File: src/rtl/puf_pkg.sv
// puf_pkg: shared types and constants for the ring-oscillator PUF controller.
//   puf_state_t      controller state encoding
//   PUF_SYNC_CYCLES  counter-to-clk synchronizer latency (HOLD length)
//   PUF_NUM_OSC      oscillators in the bank (mux select range)
//   puf_sel()        modulo-PUF_NUM_OSC select arithmetic
package puf_pkg;

  localparam int PUF_SYNC_CYCLES = 2;
  localparam int PUF_NUM_OSC     = 32;
  localparam int PUF_SEL_W       = $clog2(PUF_NUM_OSC);

  typedef enum logic [2:0] {
    ST_IDLE,
    ST_CLEAR,
    ST_SETTLE,
    ST_MEASURE,
    ST_HOLD,
    ST_COMPARE
  } puf_state_t;

  // Natural wrap of a PUF_SEL_W-bit add gives the modulo-32 select.
  function automatic logic [PUF_SEL_W-1:0] puf_sel(input logic [PUF_SEL_W-1:0] base,
                                                   input logic [PUF_SEL_W-1:0] off);
    return base + off;
  endfunction

endpackage

File: src/rtl/puf_window_timer.sv
// puf_window_timer: loadable down-counter with zero flag.
//   clk, reset   clock, asynchronous active-high reset
//   load_i       load load_val_i (priority over counting)
//   load_val_i   value loaded; the phase lasts load_val_i+1 cycles
//   zero_o       count is zero (last cycle of the phase)
module puf_window_timer #(
  parameter int W = 8
) (
  input  logic         clk,
  input  logic         reset,
  input  logic         load_i,
  input  logic [W-1:0] load_val_i,
  output logic         zero_o
);

  logic [W-1:0] cnt_q;

  always_ff @(posedge clk or posedge reset) begin
    if (reset)              cnt_q <= '0;
    else if (load_i)        cnt_q <= load_val_i;
    else if (cnt_q != '0)   cnt_q <= cnt_q - 1'b1;
  end

  assign zero_o = (cnt_q == '0);

endmodule

File: src/rtl/puf_eval_ctrl.sv
// puf_eval_ctrl: sequencing controller for the ring-oscillator PUF bank.
// For each of RESP_BITS oscillator pairs derived from a 5-bit challenge:
// clear counters, run oscillators to settle, gate a counting window, wait
// for the synchronizers, then compare counts into one response bit.
//   clk, reset          clock, asynchronous active-high reset
//   start, abort        request evaluation (IDLE only) / synchronous cancel
//   challenge           base challenge, latched on accepted start
//   osc_en              oscillator enable
//   sel_a, sel_b        mux selects for counter A / B
//   cnt_clr, cnt_gate   counter clear / counting window
//   cnt_a, cnt_b        synchronized counter values
//   busy, done          evaluation in progress / one-cycle completion pulse
//   response, sat       result word and saturation flag, held until next done
// All outputs are registered from the next-state decode.
module puf_eval_ctrl
  import puf_pkg::*;
#(
  parameter int WINDOW_CYCLES = 256,
  parameter int SETTLE_CYCLES = 4,
  parameter int CNT_W         = 16,
  parameter int RESP_BITS     = 8
) (
  input  logic                 clk,
  input  logic                 reset,
  input  logic                 start,
  input  logic                 abort,
  input  logic [4:0]           challenge,
  output logic                 osc_en,
  output logic [4:0]           sel_a,
  output logic [4:0]           sel_b,
  output logic                 cnt_clr,
  output logic                 cnt_gate,
  input  logic [CNT_W-1:0]     cnt_a,
  input  logic [CNT_W-1:0]     cnt_b,
  output logic                 busy,
  output logic                 done,
  output logic [RESP_BITS-1:0] response,
  output logic                 sat
);

  localparam int KW      = (RESP_BITS > 1) ? $clog2(RESP_BITS) : 1;
  localparam int TMR_MAX = (WINDOW_CYCLES > SETTLE_CYCLES)
                         ? ((WINDOW_CYCLES > PUF_SYNC_CYCLES) ? WINDOW_CYCLES : PUF_SYNC_CYCLES)
                         : ((SETTLE_CYCLES > PUF_SYNC_CYCLES) ? SETTLE_CYCLES : PUF_SYNC_CYCLES);
  localparam int TMR_W   = (TMR_MAX > 1) ? $clog2(TMR_MAX) : 1;

  puf_state_t state_q, state_d;
  logic [KW-1:0]        k_q, k_d;
  logic [4:0]           ch_q, ch_d;
  logic [RESP_BITS-1:0] shreg_q, shreg_d;
  logic                 satacc_q, satacc_d;

  logic                 osc_en_q, cnt_gate_q, cnt_clr_q, busy_q, done_q, sat_q;
  logic [4:0]           sel_a_q, sel_b_q;
  logic [RESP_BITS-1:0] response_q;

  logic             tmr_ld, tmr_zero, fin, bit_k, sat_hit;
  logic [TMR_W-1:0] tmr_val;
  logic [4:0]       k2, sel_a_d, sel_b_d;

  // Shared phase timer; also reused to time HOLD so one counter covers
  // every multi-cycle state.
  puf_window_timer #(.W(TMR_W)) u_tmr (
    .clk        (clk),
    .reset      (reset),
    .load_i     (tmr_ld),
    .load_val_i (tmr_val),
    .zero_o     (tmr_zero)
  );

  assign bit_k   = (cnt_a > cnt_b);
  assign sat_hit = (cnt_a == '1) || (cnt_b == '1);

  always_comb begin
    state_d  = state_q;
    k_d      = k_q;
    ch_d     = ch_q;
    shreg_d  = shreg_q;
    satacc_d = satacc_q;
    tmr_ld   = 1'b0;
    tmr_val  = '0;
    fin      = 1'b0;
    unique case (state_q)
      ST_IDLE: if (start) begin
        ch_d     = challenge;
        k_d      = '0;
        shreg_d  = '0;
        satacc_d = 1'b0;
        state_d  = ST_CLEAR;
      end
      ST_CLEAR: begin
        tmr_ld  = 1'b1;
        tmr_val = TMR_W'(SETTLE_CYCLES - 1);
        state_d = ST_SETTLE;
      end
      ST_SETTLE: if (tmr_zero) begin
        tmr_ld  = 1'b1;
        tmr_val = TMR_W'(WINDOW_CYCLES - 1);
        state_d = ST_MEASURE;
      end
      ST_MEASURE: if (tmr_zero) begin
        tmr_ld  = 1'b1;
        tmr_val = TMR_W'(PUF_SYNC_CYCLES - 1);
        state_d = ST_HOLD;
      end
      ST_HOLD: if (tmr_zero) state_d = ST_COMPARE;
      ST_COMPARE: begin
        shreg_d[k_q] = bit_k;
        satacc_d     = satacc_q | sat_hit;
        if (k_q == KW'(RESP_BITS - 1)) begin
          fin     = 1'b1;
          state_d = ST_IDLE;
        end else begin
          k_d     = k_q + 1'b1;
          state_d = ST_CLEAR;
        end
      end
      default: state_d = ST_IDLE;
    endcase
    // abort wins over everything, including the final COMPARE
    if (abort && state_q != ST_IDLE) begin
      state_d = ST_IDLE;
      fin     = 1'b0;
      tmr_ld  = 1'b0;
    end
  end

  // Selects follow the next pair index so they are valid on CLEAR entry.
  always_comb begin
    k2      = 5'({k_d, 1'b0});
    sel_a_d = puf_sel(ch_d, k2);
    sel_b_d = puf_sel(ch_d, k2 + 5'd1);
  end

  always_ff @(posedge clk or posedge reset) begin
    if (reset) begin
      state_q    <= ST_IDLE;
      k_q        <= '0;
      ch_q       <= '0;
      shreg_q    <= '0;
      satacc_q   <= 1'b0;
      osc_en_q   <= 1'b0;
      cnt_gate_q <= 1'b0;
      cnt_clr_q  <= 1'b0;
      busy_q     <= 1'b0;
      done_q     <= 1'b0;
      sat_q      <= 1'b0;
      sel_a_q    <= '0;
      sel_b_q    <= '0;
      response_q <= '0;
    end else begin
      state_q    <= state_d;
      k_q        <= k_d;
      ch_q       <= ch_d;
      shreg_q    <= shreg_d;
      satacc_q   <= satacc_d;
      osc_en_q   <= (state_d == ST_SETTLE) || (state_d == ST_MEASURE);
      cnt_gate_q <= (state_d == ST_MEASURE);
      cnt_clr_q  <= (state_d == ST_CLEAR);
      busy_q     <= (state_d != ST_IDLE);
      done_q     <= fin;
      if (state_d == ST_CLEAR) begin
        sel_a_q <= sel_a_d;
        sel_b_q <= sel_b_d;
      end
      if (fin) begin
        response_q <= shreg_d;
        sat_q      <= satacc_d;
      end
    end
  end

  assign osc_en   = osc_en_q;
  assign cnt_gate = cnt_gate_q;
  assign cnt_clr  = cnt_clr_q;
  assign busy     = busy_q;
  assign done     = done_q;
  assign sat      = sat_q;
  assign sel_a    = sel_a_q;
  assign sel_b    = sel_b_q;
  assign response = response_q;

endmodule

File: config.mk
export PLATFORM = sky130hd
export DESIGN_NAME = puf_eval_ctrl
export DESIGN_NICKNAME = d
export VERILOG_FILES = /design/src/rtl/puf_pkg.sv /design/src/rtl/puf_window_timer.sv /design/src/rtl/puf_eval_ctrl.sv
export SDC_FILE = /design/constraint.sdc
export NUM_CORES = 1
export LEC_CHECK = 0
export BUFFER_PORTS_ARGS = -buffer_cell sky130_fd_sc_hd__buf_4
export CAP_MARGIN = 20
export CORE_MARGIN = 2
export CORE_UTILIZATION = 45
export DETAILED_ROUTE_END_ITERATION = 12
export PLACE_DENSITY = 0.79
export SYNTH_ARGS = -nofsm -noshare
export SYNTH_HDL_FRONTEND = slang
export SYNTH_HIERARCHICAL = 1
export SYNTH_SLANG_ARGS = --single-unit
export TNS_END_PERCENT = 5
File: constraint.sdc
create_clock -name clk -period 3.88 [get_ports clk]
set_input_delay 0.194 -clock clk [delete_from_list [all_inputs] [get_ports clk]]
set_output_delay 0.194 -clock clk [all_outputs]
set_load 0.03 [all_outputs]
==> out/results.tsv <==
metric	value	unit
p_leak	1.84	nW
grt_max_degree	45	
drc	0	
synthCells	298	
cts_buffers	5	
placed_cells	434	
min_path_type	primary input to register	
worstPathArrival	3110	ps
wl_met1	2850	um
pwr-share-clk	0.140	
synth_edf_count	0	
rsz0062_at_grt	false	
htreeDepth	2	
diodes	0	
yosys-top-cells-area	dfrtp_1 43%, ha_1 8.6%, inv_1 4.1%	
vias	2390	
areaGrowthSynthToFinish	20.6	%
worst_ir_drop_vdd	0.000438	V
ys_seq_elements	52	
status	finished, final reports clean	
ys_seq_area_frac	0.426	
dp_hpwl	4920	um
path_clk_slew	100	ps
antenna_found_initial	0	
yosysWarnings	6	
cts_buffer_depth	2	
tns	0	ps
syn-mean-instance-area	10.2	sq um
grt_pass1_wl	10500	um
die_w	86.4	um
die_area	0.00746	sq mm
yosys.cell_count.top_type	dfrtp_1	
power.switching	0.800	mW
swShare	0.388	
avgViaCountPerCell	5.41	
async_reset_ff_frac	1.00	
path_max_fanout	11	
grt_usage	0.172	
syn_area	0.00305	sq mm
first_pass_iters	4	
synth_common_cells	52 x dfrtp_1, 33 x inv_1, 21 x ha_1, 19 x nand2_1	
crit_type	register to register	
portBuffers	64	
routed_wl	6200	um
max_cap_violations	0	
drtIter0Drc	127	
cts.hold.buffers_added	1	
cp-start-kind	register	
fmax	0.342	GHz
drv_slew	0	
final_area	0.00368	sq mm
highest_layer	met4	
grt.overflow.total	0	
hold_ws	135	ps
insertion_delay	300	ps
fin_cells	442	
synth_nets	362	
seqPwrFrac	0.389	
hold_violations	0	
gp_congestion	0.883	
met3_length	161	um
min_period	2920	ps
route.met2.wl	3170	um
ant_nets	0	
synth.top_cell.area_share	0.426	
cts_sinks	52	
relSlewSlack	0.364	
cts_tree	built	
cts-resized-gates	0	
wl_per_cell	14.0	um
total_power	2.06	mW
place_area	0.00359	sq mm
synth.distinct_cells	57	
finalSetupViolCount	0	
p_int	1.26	mW
cp_data_required_time	4070	ps
root_buffer	clkbuf_8	
drive_above_1_share	0.271	
nets	426	
start_util	0.457	
coreArea	0.00668	sq mm
post_cts_buffers	0	
crit_path_end_kind	register	
powerDensity	560	mW/mm^2
io_pins	65	
p_comb_frac	0.471	
row_count	30	
yosys.area.top_type	dfrtp_1	
grt_pass1_vias	2332	
clock_skew	16.1	ps
synthFlopType	dfrtp_1	
worst_slew_pin_slew	948	ps
finalCritPeriodShare	0.753	
die_h	86.4	um
## power groups by stage
stage	Sequential (mW)	Combinational (mW)	Clock (mW)
after global routing	0.823	1.07	0.319
after floorplan	0.920	0.610	0
after detailed placement	0.810	0.978	0
final	0.801	0.971	0.289
after CTS	0.800	0.982	0.299
after global placement	0.806	0.956	0
## through the flow
step,util,setup WS [ps]
after floorplan,-,1170
after global placement,0.537,1050
final,0.551,959
after CTS,0.551,963
after global routing,0.551,675
after detailed placement,0.537,979
## layout make-up
class	count	area [sq um]
Fill cell	598	3000
Multi-Input combinational cell	201	1560
Sequential cell	52	1300
Timing Repair Buffer	67	505
Inverter	35	131
Tap cell	80	100
Clock buffer	5	68.8
Clock inverter	2	12.5
## critical path, stage by stage (launching register included)
cell	delay [ps]
dfrtp_1	410
inv_1	90
ha_1	220
or4b_1	590
nor2_2	320
mux2i_1	120
o22ai_1	160
a21oi_1	90
a22o_1	240
nand2b_4	250
mux2_1	340
## layout by cell type (no fill, tap or decap), types with 3 or more instances in the layout
master,n
buf_4,66
dfrtp_1,52
inv_1,32
ha_1,21
nand2_1,19
o211ai_1,13
a21oi_1,13
nand4_1,12
nor2_1,11
mux2i_1,8
nor3_1,7
o21ai_0,7
o31ai_1,7
mux2_4,7
mux2_2,5
o21a_1,5
clkbuf_8,5
nor2b_1,4
a31oi_1,4
and3_1,4
nor4_1,4
xnor2_1,4
a21o_1,3
xor2_1,3
## worst paths after layout
check,startpoint,end,slack (ps),cells after the start
worst max-delay path,u_tmr/cnt_q[0]$_DFFE_PP0P_,sel_a[3]$_DFFE_PP0P_,960,10
worst min-delay path,abort,state_q[2]$_DFF_PP0_,130,2
max in group asynchronous,reset,osc_en$_DFF_PP0_,2890,4
worst min register to register,satacc_q$_DFF_PP0_,satacc_q$_DFF_PP0_,490,2
worst max register to register,u_tmr/cnt_q[0]$_DFFE_PP0P_,sel_a[3]$_DFFE_PP0P_,960,10
min in group asynchronous,reset,u_tmr/cnt_q[4]$_DFFE_PP0P_,410,3
## cells by family (layout without fill, tap and decap cells)
kind of cell,Yosys count,in the layout,synth area share
buf+inv,45,109,0.0623
flops,52,52,0.426
fa+ha+maj,23,23,0.0991
mux,21,21,0.0828
xor+xnor,7,7,0.0201
compound gates,68,68,0.154
simple gates,82,82,0.156
## sequential cells by signal, indices dropped and copies added, names as in the netlist, 3 cells and up
signal	flops
k_q	3
state_q	3
shreg_q	8
sel_a	5
ch_q	5
response	8
u_tmr/cnt_q	8
sel_b	5
## metal layers
metal,track usage,up-vias
met3,0.0286,2
met2,0.290,34
met1,0.237,1143
met4,0.0284,0
li1,-,1211
met5,0,-
No activity file was read; power rests on OpenSTA's default activity.
